<file path="config.mk">
export PLATFORM = sky130hd
export DESIGN_NAME = mux_imm
export DESIGN_NICKNAME = d
export VERILOG_FILES = /design/src/rtl/minirisc_pkg.sv /design/src/rtl/mux_imm_sext.sv /design/src/rtl/mux_imm.sv
export SDC_FILE = /design/constraint.sdc
export NUM_CORES = 1
export LEC_CHECK = 0
export ABC_CLOCK_PERIOD_IN_PS = 2200
export CAP_MARGIN = 20
export CORE_MARGIN = 4
export CORE_UTILIZATION = 34
export DETAILED_ROUTE_END_ITERATION = 8
export DONT_BUFFER_PORTS = 1
export PLACE_DENSITY = 0.54
export SYNTH_ARGS = -nofsm -noshare
export SYNTH_HDL_FRONTEND = slang
export SYNTH_SLANG_ARGS = --single-unit
</file>
<file path="constraint.sdc">
create_clock -name clk -period 2.2 [get_ports clk]
set_input_delay 0.44 -clock clk [delete_from_list [all_inputs] [get_ports clk]]
set_output_delay 0.44 -clock clk [all_outputs]
set_load 0.01 [all_outputs]
</file>
<file path="src/rtl/minirisc_pkg.sv">
// Shared KGPminiRISC datapath constants and types used by the immediate-select stage.
package minirisc_pkg;

   // Native immediate width and the full datapath width it can be widened to.
   localparam int IMM_W = 17;
   localparam int EXT_W = 32;

   typedef logic [IMM_W-1:0] imm_t;

   // Meaning of instruction bit 27 when choosing the immediate source.
   typedef enum logic {
      SEL_ITYPE = 1'b0,
      SEL_MEM   = 1'b1
   } imm_sel_e;

endpackage : minirisc_pkg

</file>
<file path="src/rtl/mux_imm_sext.sv">
// Purely combinational sign-extender: widens an immediate by replicating its top bit.
module imm_sext #(
   parameter int IN_W  = 17,
   parameter int OUT_W = 32
) (
   input  logic [IN_W-1:0]  i_val,
   output logic [OUT_W-1:0] o_val
);

   assign o_val = {{(OUT_W-IN_W){i_val[IN_W-1]}}, i_val};

endmodule : imm_sext

</file>
<file path="src/rtl/mux_imm.sv">
// Immediate-select stage: picks the memory-type or I-type immediate using instruction
// bit 27 and registers it, with a one-cycle valid qualifier, for the ALU/address stage.
// Optional build macro MUX_IMM_SEXT_EN adds a registered sign-extended copy (imm_ext).
module mux_imm
   import minirisc_pkg::*;
#(
   parameter int IMM_W = minirisc_pkg::IMM_W
`ifdef MUX_IMM_SEXT_EN
   ,
   parameter int EXT_W = minirisc_pkg::EXT_W
`endif
) (
   input  logic             clk,
   input  logic             rst,
   input  logic [IMM_W-1:0] mem_type,
   input  logic [IMM_W-1:0] I_type,
   input  logic             I27,
   input  logic             in_valid,
   output logic [IMM_W-1:0] imm,
   output logic             sel_mem,
`ifdef MUX_IMM_SEXT_EN
   output logic [EXT_W-1:0] imm_ext,
`endif
   output logic             out_valid
);

   logic [IMM_W-1:0] w_next_imm;
   logic [IMM_W-1:0] r_imm;
   logic             r_sel_mem;
   logic             r_out_valid;

   // A ternary keeps the unselected source fully isolated, while an unknown select
   // still yields an unknown result rather than silently picking one side.
   assign w_next_imm = (I27 == SEL_MEM) ? mem_type : I_type;

   // Pipeline register: capture on valid, otherwise hold data and drop the qualifier.
   always_ff @(posedge clk or posedge rst) begin
      if (rst) begin
         r_imm       <= {IMM_W{1'b0}};
         r_sel_mem   <= 1'b0;
         r_out_valid <= 1'b0;
      end else if (in_valid) begin
         r_imm       <= w_next_imm;
         r_sel_mem   <= I27;
         r_out_valid <= 1'b1;
      end else begin
         r_imm       <= r_imm;
         r_sel_mem   <= r_sel_mem;
         r_out_valid <= 1'b0;
      end
   end

   assign imm       = r_imm;
   assign sel_mem   = r_sel_mem;
   assign out_valid = r_out_valid;

`ifdef MUX_IMM_SEXT_EN
   logic [EXT_W-1:0] w_next_ext;
   logic [EXT_W-1:0] r_imm_ext;

   imm_sext #(
      .IN_W  (IMM_W),
      .OUT_W (EXT_W)
   ) u_imm_sext (
      .i_val (w_next_imm),
      .o_val (w_next_ext)
   );

   // Extended copy is captured and held exactly like the narrow immediate.
   always_ff @(posedge clk or posedge rst) begin
      if (rst) begin
         r_imm_ext <= {EXT_W{1'b0}};
      end else if (in_valid) begin
         r_imm_ext <= w_next_ext;
      end else begin
         r_imm_ext <= r_imm_ext;
      end
   end

   assign imm_ext = r_imm_ext;
`endif

endmodule : mux_imm

</file>
==> metrics.md <==
| Metric | Value |
|---|---|
| Row count | 17 |
| Post-synthesis sequential area ratio | 55.2% |
| Register bit count reported by yosys | 19 |
| CTS H-tree lvls | 1 |
| Fillers | 239 |
| Post_cts resized | 0 |
| CTS Buffer Depth | 2 |
| Crit. End Element | primary output |
| Total Power | 0.648 mW |
| Total track usage | 10.6% |
| DR WL/cell | 16.0 um |
| Worst-Margin Slew | 0.686 ns |
| Worst Hold Class | in -> async |
| Top Ports | 57 |
| Pwr dens | 744 mW/mm2 |
| Die height | 58.3 um |
| Clk sinks | 19 |
| Die area | 0.00340 mm2 |
| Worst path required time | 1.76 ns |
| Starting DRT DRC Count | 2 |
| RSZ-0062 raised after global routing | no |
| Share of cells above drive strength 1 | 5.26% |
| Hold_ws | 0.136 ns |
| Antenna cell count | 0 |
| DP HPWL | 1250 um |
| Post-synth cell types | 9 |
| Post-layout instance area | 871 um2 |
| GP Congestion | 0.603 |
| Drt total wl | 1660 um |
| CTS tree | built |
| Netlist Area Pre-Place | 861 um2 |
| Core Area | 0.00232 mm2 |
| Critical path fanouts, max | 2 |
| DR vias | 527 |
| Post-CTS Setup Bufs | 0 |
| Max-Slew Margin vs Limit | 54.2% |
| Residual DRC count | 0 |
| # Max-Cap Violations | 0 |
| Final setup violation count | 0 |
| Final hold vios | 0 |
| Post-Route Skew | 0 ns |
| Final cell count without fillers | 104 |
| IO Port Bufs | 0 |
| CTS root buf | clkbuf_4 |
| Via density | 5.07 |
| Max VDD drop | 0.303 mV |
| P_leak | 0.394 nW |
| Pre-CTS WS | 1.22 ns |
| Syn avg cell area | 11.0 um2 |
| Startpoint types | register |
| Global-route wire length before repair | 2770 um |
| Vias in the first global route | 584 |
| Clock transition at path regs | 0.10 ns |
| Setup TNS | 0 ns |
| Status | complete, no violations |
| DR pass1 iterations | 2 |
| Worst-skew pair later-pin latency | 0.28 ns |
| Final net count | 115 |
| Maximum clock rate | 863 MHz |
| Layout area overhead | 1.16% |
| Mapped Cells | 78 |
| Remaining global-route overflow | 0 |
| Synth Net Count | 116 |
| Area after DPL | 845 um2 |
| Min cycle time layout | 1.16 ns |
| Crit path kind | reg -> out |
| CTS buffer count | 3 |
| Post-CTS Hold Fix Bufs | 0 |
| Largest net degree at the start of global routing | 37 |
| Final core occ | 37.6% |
| DRT antenna net count | 0 |
| Setup ws final | 1.04 ns |
| Final Max Slew Viols | 0 |
| Yosys warning count | 0 |
| Placed Cells | 100 |
| Initial antenna violation count | 0 |
| Final Cycle Share | 52.7% |
| Initial Util | 37.1% |
| Die width | 58.3 um |
| WP data arrival | 0.72 ns |
## area by class of cell
class	count	area, um2	share of cell area (%)
clock buffer	4	26.3	3.02
inverter	1	3.75	0.431
multi-input combinational	52	330	37.9
sequential	19	475	54.6
tap	28	35.0	4.02
## power by group
part           internal, mW  switching [mW]  total, mW
clock network        0.0703          0.0936      0.164
registers             0.385          0.0428      0.428
logic                0.0314          0.0252     0.0566
## cells in the mapped netlist
cell type / count / area [um2]
mux2i_1: 17 / 170
buf_6: 1 / 11.3
buf_12: 1 / 20.0
dfrtp_1: 19 / 475
mux2_2: 1 / 11.3
a21oi_1: 17 / 85.1
nor2_1: 17 / 63.8
buf_2: 4 / 20.0
inv_1: 1 / 3.75
## registers in the layout, indices dropped and copies added, names as in the netlist
| register | cells |
|---|---|
| imm | 17 |
| out_valid | 1 |
| sel_mem | 1 |
## path summary, 6_finish.rpt
| check | endpoint | slack (ns) | start | cells past startpoint |
|---|---|---|---|---|
| worst max-delay path | imm[1] | 1.04 | imm[1] | 0 |
| worst min-delay path | imm[4] | 0.14 | rst | 1 |
| worst max register to register | sel_mem | 1.40 | sel_mem | 1 |
| worst min register to register | imm[15] | 0.60 | imm[15] | 2 |
| max in group asynchronous | imm[15] | 1.63 | rst | 1 |
| min in group clk | out_valid | 0.17 | in_valid | 0 |
## logic make-up after synthesis
logic type / count (synthesis) / share of synthesized area (%)
DFF: 19 / 55.2
and+or+nand+nor: 17 / 7.41
AOI/OAI and AO/OA: 17 / 9.88
muxes: 18 / 21.1
buffers and inverters: 7 / 6.40
## layer usage
metal / track usage, % / up-vias / wire (um)
li1: - / 264 / -
met2: 18.5 / 26 / 860
met5: 0 / - / 0
met1: 11.0 / 235 / 593
met3: 6.14 / 2 / 196
met4: 1.99 / 0 / 10
## placed cells by master, fill, tap and decap left out, drive strengths merged
master	n
mux2	1
mux2i	17
inv	1
dfrtp	19
a21oi	17
clkbuf	4
nor2	17
Note: power is estimated with default switching activity, not from simulation.
